<file path="config.mk">
export PLATFORM = sky130hd
export DESIGN_NAME = boom_ras_stack
export DESIGN_NICKNAME = d
export VERILOG_FILES = /design/src/rtl/boom_ras_stack.sv
export SDC_FILE = /design/constraint.sdc
export NUM_CORES = 2
export LEC_CHECK = 0
export BUFFER_PORTS_ARGS = -buffer_cell sky130_fd_sc_hd__buf_2
export CAP_MARGIN = 40
export CORE_MARGIN = 1
export CORE_UTILIZATION = 57
export DETAILED_ROUTE_END_ITERATION = 6
export GPL_TIMING_DRIVEN = 0
export PLACE_DENSITY_LB_ADDON = 0.15
export SLEW_MARGIN = 0
export SYNTH_ARGS = -nofsm -noshare
export SYNTH_HDL_FRONTEND = slang
export SYNTH_SLANG_ARGS = --single-unit
</file>
<file path="constraint.sdc">
create_clock -name clock -period 4.9 [get_ports clock]
set_clock_uncertainty 0.2 [all_clocks]
set_input_delay 0.245 -clock clock [delete_from_list [all_inputs] [get_ports clock]]
set_output_delay 0.245 -clock clock [all_outputs]
set_load 0.005 [all_outputs]
</file>
<file path="src/rtl/boom_ras_stack.sv">
// boom_ras_stack: circular return-address stack with push, pop, replace, overflow wrap and checkpoint restore.
// Defining BOOM_RAS_STATS_EN adds saturating overflow/underflow event counters (io_ovf_cnt, io_unf_cnt).
module boom_ras_stack #(
  parameter int DEPTH = 32,
  parameter int ADDR_W = 40,
  localparam int PTR_W = $clog2(DEPTH)
) (
  input  logic              clock,
  input  logic              reset,
  input  logic              io_push_valid,
  input  logic [ADDR_W-1:0] io_push_addr,
  input  logic              io_pop_valid,
  input  logic              io_restore_valid,
  input  logic [PTR_W-1:0]  io_restore_ptr,
  input  logic [PTR_W:0]    io_restore_count,
  output logic [PTR_W-1:0]  io_tos_ptr,
  output logic [PTR_W:0]    io_count,
  output logic [ADDR_W-1:0] io_top_addr,
  output logic              io_empty,
  output logic              io_overflow,
  output logic              io_underflow
`ifdef BOOM_RAS_STATS_EN
  ,
  output logic [15:0]       io_ovf_cnt,
  output logic [15:0]       io_unf_cnt
`endif
);
  localparam logic [PTR_W:0] FULL = (PTR_W+1)'(DEPTH);
  logic [ADDR_W-1:0] ras_q [DEPTH];
  logic [PTR_W-1:0] tos_q, tos_d, wr_idx;
  logic [PTR_W:0] count_q, count_d;
  logic [ADDR_W-1:0] top_q, top_d;
  logic ovf_q, ovf_d, unf_q, unf_d, wr_en;
  always_comb begin
    tos_d = tos_q;
    count_d = count_q;
    top_d = top_q;
    ovf_d = 1'b0;
    unf_d = 1'b0;
    wr_en = 1'b0;
    wr_idx = tos_q;
    if (io_restore_valid) begin
      tos_d = io_restore_ptr;
      count_d = io_restore_count > FULL ? FULL : io_restore_count;
      top_d = ras_q[io_restore_ptr];
    end else if (io_push_valid && io_pop_valid && count_q != '0) begin
      wr_en = 1'b1;
      top_d = io_push_addr;
    end else if (io_push_valid) begin
      // a full stack wraps onto its oldest entry; the new top bypasses the array read
      tos_d = tos_q + 1'b1;
      wr_en = 1'b1;
      wr_idx = tos_q + 1'b1;
      ovf_d = count_q == FULL;
      count_d = count_q == FULL ? count_q : count_q + 1'b1;
      top_d = io_push_addr;
    end else if (io_pop_valid) begin
      unf_d = count_q == '0;
      tos_d = unf_d ? tos_q : tos_q - 1'b1;
      count_d = unf_d ? count_q : count_q - 1'b1;
      top_d = unf_d ? top_q : ras_q[tos_q - 1'b1];
    end
  end
  always_ff @(posedge clock)
    if (wr_en && reset) ras_q[wr_idx] <= io_push_addr;
  always_ff @(posedge clock or negedge reset)
    if (!reset) begin
      tos_q <= '0;
      count_q <= '0;
      top_q <= '0;
      ovf_q <= 1'b0;
      unf_q <= 1'b0;
    end else begin
      tos_q <= tos_d;
      count_q <= count_d;
      top_q <= top_d;
      ovf_q <= ovf_d;
      unf_q <= unf_d;
    end
  assign io_tos_ptr = tos_q;
  assign io_count = count_q;
  assign io_top_addr = top_q;
  assign io_empty = count_q == '0;
  assign io_overflow = ovf_q;
  assign io_underflow = unf_q;
`ifdef BOOM_RAS_STATS_EN
  logic [15:0] ovf_cnt_q, ovf_cnt_d, unf_cnt_q, unf_cnt_d;
  always_comb begin
    ovf_cnt_d = ovf_cnt_q + {15'd0, ovf_d & ~&ovf_cnt_q};
    unf_cnt_d = unf_cnt_q + {15'd0, unf_d & ~&unf_cnt_q};
  end
  always_ff @(posedge clock or negedge reset)
    if (!reset) begin
      ovf_cnt_q <= '0;
      unf_cnt_q <= '0;
    end else begin
      ovf_cnt_q <= ovf_cnt_d;
      unf_cnt_q <= unf_cnt_d;
    end
  assign io_ovf_cnt = ovf_cnt_q;
  assign io_unf_cnt = unf_cnt_q;
`endif
endmodule

</file>
Word level (Yosys, flattened, before mapping)
Memory sizes are Yosys's and may differ from the RTL's. Index checks and enable logic that the tools add are counted.

Muxes and demuxes: 32. Eq/ne operators: 5. Reduce and logical (&&, ||, !) cells: 10. Magnitude comparators: 1. $add $sub $neg: 4.

Operators by type and width (count): $mux 40 (5); $mux 6 (7); $mux 5 (8); $mux 1 (12); $add 6x1->6 const B (1); $eq 6x6->1 const B (1); $gt 6x6->1 const B (1); $logic_not 6->1 (1); $ne 3x3->1 const B (2); $reduce_bool 6->1 (1); $sub 6x1->6 const B (1); $add 5x1->5 const B (1); $sub 5x1->5 const B (1); $ne 4x3->1 const B (1); $reduce_and 4->1 (1); $reduce_bool 4->1 (1); $logic_and 1x1->1 (3); $reduce_and 3->1 (1); $reduce_bool 3->1 (1); $ne 2x2->1 const B (1); $reduce_and 2->1 (1).

Logic and storage cells: 58. Register bits: 53. Bits of input ports: 56. Memories kept: 1. Bits in writable memories: 1280. Output and inout port bits: 54.

Memory list: ras_q (depth 32, width 40, read ports 2, clocked after Yosys merged registers in 0, write ports 1, RTL line 29) `logic [ADDR_W-1:0] ras_q [DEPTH];`.

Depth between registers and ports, before layout
Depth in word-level cells: 7. Depth in mapped cells: 16. Mapped depth without buffers: 8.

Worst setup path before layout
Ideal clock, no wire load.

Path kind: register -> register. Start point: register tos_q[0] (netlist: io_tos_ptr[0]). End point: memory ras_q[10][0], enable pin. Cell stages (with the launch flop): 16. Clock period less this slack: 5.367 ns. Arrival time: 4.730 ns. Setup slack: -0.467 ns. Path buffers: 9. Library setup time: 0.438 ns. Data required time: 4.262 ns. Path through: dfrtp_1 buf_6 buf_4 buf_4 buf_4 buf_2 inv_1 ha_1 buf_2 buf_2 buf_1 buf_2 nand3_1 o31ai_1 nand3_1 nor2_1.

Cells in the longest elaborated chain, start to end: 4.

RTL lines: start, declared (RTL line 30) `logic [PTR_W-1:0] tos_q, tos_d, wr_idx;`; start signal, assigned (RTL line 74) `tos_q <= tos_d;`; $add 5x1->5 (RTL line 53) `wr_idx = tos_q + 1'b1;`; $mux 5 (RTL line 49) `end else if (io_push_valid) begin`; $mux 5 (RTL line 46) `end else if (io_push_valid && io_pop_valid && count_q != '0) begin`; $mux 5 (*) (RTL line 42) `if (io_restore_valid) begin`; end, declared (RTL line 29).

Every way passes the cells marked *; elsewhere a longest branch is shown, timed or not.

Worst setup path after layout
Start point: register tos_q[0] (netlist: io_tos_ptr[0]). End point: register top_q[10] (netlist: io_top_addr[10]).

Cells in the longest elaborated chain, start to end: 7.

RTL lines: $sub 5x1->5 (RTL line 61) `top_d = unf_d ? top_q : ras_q[tos_q - 1'b1];`; $mem_v2 32x40; $mux 40 (RTL line 61); $mux 40 (RTL line 57) `end else if (io_pop_valid) begin`; $mux 40 (RTL line 49); $mux 40 (RTL line 46); $mux 40 (RTL line 42); end signal, assigned (RTL line 76) `top_q <= top_d;`; end, declared (RTL line 32) `logic [ADDR_W-1:0] top_q, top_d;`.

Every way passes these cells. The select of a mux whose other input is x is not followed. A chain may end at the register's enable or synchronous reset.

==> summary.md <==
| Metric | Value |
|---|---|
| Placed Area | `66,760 um^2` |
| Die Area | `109,800 um^2` |
| # IOs | `110` |
| Yosys reg bits | `1,333` |
| Avg Vias per Cell | `7.710` |
| Fraction of registers with async set/reset | `3.976%` |
| Peak supply drop | `365.2 uV` |
| Vias in the first global route | `40,650` |
| Slowest CP cell | `buf_2` |
| Most frequent cells in the layout | `edfxtp_1 (1,280), mux4_2 (604), nand2_1 (223)` |
| Tmin final | `4870 ps` |
| Arr. time, crit path | `5290 ps` |
| Static leakage | `0.02393 uW` |
| Core Region | `107,400 um^2` |
| CTS tree | `built` |
| Top cell by count, worst path | `buf_4` |
| Max Clock Freq | `205.4 MHz` |
| Power per cell area | `417.9 nW/um^2` |
| Initial Util | `57.59%` |
| DRT Pass-1 Iters | `7` |
| Critical Path End Type | `register` |
| Slew headroom | `34.38%` |
| # rows | `120` |
| Remaining DRCs | `1` |
| CP max FO | `19` |
| Worst min-delay path category | `input pin to register` |
| Layout cells sized above 1 | `33.54%` |
| Gpl congestion | `0.9352` |
| Final Cell Area | `72,370 um^2` |
| Synthesis-to-layout area growth | `17.05%` |
| Worst Tran Pin Value | `984.3 ps` |
| CP required | `5330 ps` |
| Synth top area share | `62.17%` |
| Status | `finished, violations left` |
| DR vias | `41,140` |
| Syn_nets | `3,384` |
| Post-synth EDFFs | `1,280` |
| Antenna Nets Post-Route | `0` |
| Crit path largest cell delay | `610 ps` |
| Unique cell type count in the Yosys netlist | `69` |
| Congestion Overflow GR | `0` |
| Fin crit share | `99.38%` |
| Largest net degree at the start of global routing | `37` |
| Horiz. Die Dim | `331.4 um` |
| Seq/Total Area, Yosys | `64.31%` |
| Top cells by area, synth | `edfxtp_1 (62%), mux4_2 (22%), mux2i_1 (3.4%)` |
| Filler Cell Count | `6,878` |
| Crit path launch type | `register` |
| Root buf cell | `clkbuf_16` |
| Main synth FF type | `edfxtp_1` |
| Synth Cell Area | `61,830 um^2` |
| CTS H-tree depth | `4` |
| Layout Nets | `3,880` |
| Wire length per cell | `42.54 um` |
| Initial antenna violation count | `7` |
| Synthesized area per cell | `18.62 um^2` |
| Cell taking the most area after synthesis | `edfxtp_1` |
| Die Height | `331.4 um` |
| Max-slew violations | `0` |
| Port Buffers | `106` |
| Commonest non-fill, non-tap cell in the layout | `edfxtp_1` |
| Worst-path clk slew | `60 ps` |
| Sink Count | `1,333` |
| Clock Latency Late Sink | `760 ps` |
| Count of final setup violators | `0` |
| Overall power | `30,240 uW` |
| Maxcap violations | `0` |
| Synth Warn # | `0` |
| GR Util All Layers | `41.53%` |
| Final hold vios | `0` |
| Violations in the final reports | `DRC` |
| Dpl hpwl | `157,000 um` |
| Setup CP Type | `register to register` |
| Post-Syn Instances | `3,321` |
| Cell Chain, Critical Path | `buf_6 -> buf_4 -> buf_6 -> buf_8 -> inv_1 -> ha_1 -> xor2_1 -> buf_4 -> buf_4 -> buf_2 -> mux2i_1 -> o22ai_1 -> nor4_1 -> a21oi_1` |
| Routed Wire Length | `227,000 um` |
| First-pass GRT wire length | `311,800 um` |
| 1st-iter DRT viols | `7,828` |
| CTS max path bufs | `3` |
| CTS Buf Count | `139` |
==> registers in the layout, indices dropped and copies added, names as in the netlist <==
signal / flops
io_overflow: 1
io_count: 6
ras_q: 1280
io_top_addr: 40
io_underflow: 1
io_tos_ptr: 5
==> power by group <==
part	switching (uW)	internal [uW]
combinational	4200	2780
sequential	220	12700
clock	4430	5900
total	8860	21400
==> worst max-delay path, delay by kind of cell (launching register included) <==
kind | cells | cell delay, ps
adders and majority gates | 1 | 290
DFF | 1 | 420
and+or+nand+nor | 1 | 370
xor gates and xnor gates | 1 | 360
buffers and inverters | 8 | 2280
muxes | 1 | 460
AOI/OAI and AO/OA | 2 | 270
==> area by class of cell <==
cell class                      instances  area, um^2  area share [%]
Clock buffer                          186        3819           5.277
Clock inverter                         68       564.3          0.7797
Sequential cell                      1333       39760           54.95
Antenna cell                            3       7.507         0.01037
Multi-Input combinational cell       1740       21130           29.19
Timing Repair Buffer                  358        4045           5.590
Buffer                                236        1255           1.734
Tap cell                             1403        1755           2.426
Inverter                                9       33.78         0.04668
==> Yosys cell counts (21+ instances only) <==
cell and number:
a21oi_1 118, a22oi_1 66, buf_2 100, buf_4 40
clkbuf_1 75, dfrtp_1 53, edfxtp_1 1280, mux2i_1 211
mux4_2 604, nand2_1 223, nand2b_1 21, nand3_1 62
nor2_1 127, o21ai_0 53, o22ai_1 59
==> layer usage <==
| layer | global-route usage, % | vias to the layer above | wire [um] |
|---|---|---|---|
| met4 | 23.91 | 8 | 15610 |
| met1 | 53.57 | 20960 | 74420 |
| met3 | 16.71 | 905 | 38440 |
| li1 | - | 15070 | - |
| met5 | 0 | - | 65 |
| met2 | 60.07 | 4196 | 98460 |
==> cells by family after synthesis <==
| kind of cell | synth area share (%) |
|---|---|
| simple gates | 3.600 |
| buf+inv | 2.024 |
| fa+ha+maj | 0.1538 |
| compound gates | 4.120 |
| mux | 25.58 |
| xor+xnor | 0.2084 |
| flops | 64.31 |
==> final timing paths <==
check,from,slack (ps),cells past startpoint,endpoint
min in group asynchronous,reset,380,4,io_top_addr[38]$_DFFE_PN0P_
max in group asynchronous,reset,3770,4,io_top_addr[1]$_DFFE_PN0P_
hold / removal,io_restore_count[5],150,4,io_count[5]$_DFFE_PN0P_
hold reg to reg,io_top_addr[31]$_DFFE_PN0P_,350,1,io_top_addr[31]$_DFFE_PN0P_
setup / recovery,io_tos_ptr[0]$_DFFE_PN0P_,30,14,io_top_addr[10]$_DFFE_PN0P_
setup reg to reg,io_tos_ptr[0]$_DFFE_PN0P_,30,14,io_top_addr[10]$_DFFE_PN0P_
==> metrics by stage <==
stage	hold slack (ps)	setup slack (ps)	std cells	utilization (%)	TNS, ps
global placement	331.0	-5567	4830	59.72	-6417870
finish	152.2	30.47	5336	67.41	0
floorplan	-250.6	-467.4	3321	-	-566570
CTS	68.03	51.61	5329	67.37	0
global route	131.8	-15.19	5334	67.41	-103.1
detailed placement	55.26	-1929	4969	62.18	-1670320
==> what timing repair did <==
item	in CTS	in global routing
endpoints found under the setup margin	1315	225
hold endpoints to repair	1353	0
hold buffers	52	0
buffers inserted	57	3
pin swaps	32	1
resized for setup	30	6
(Power assumes the default switching activity.)
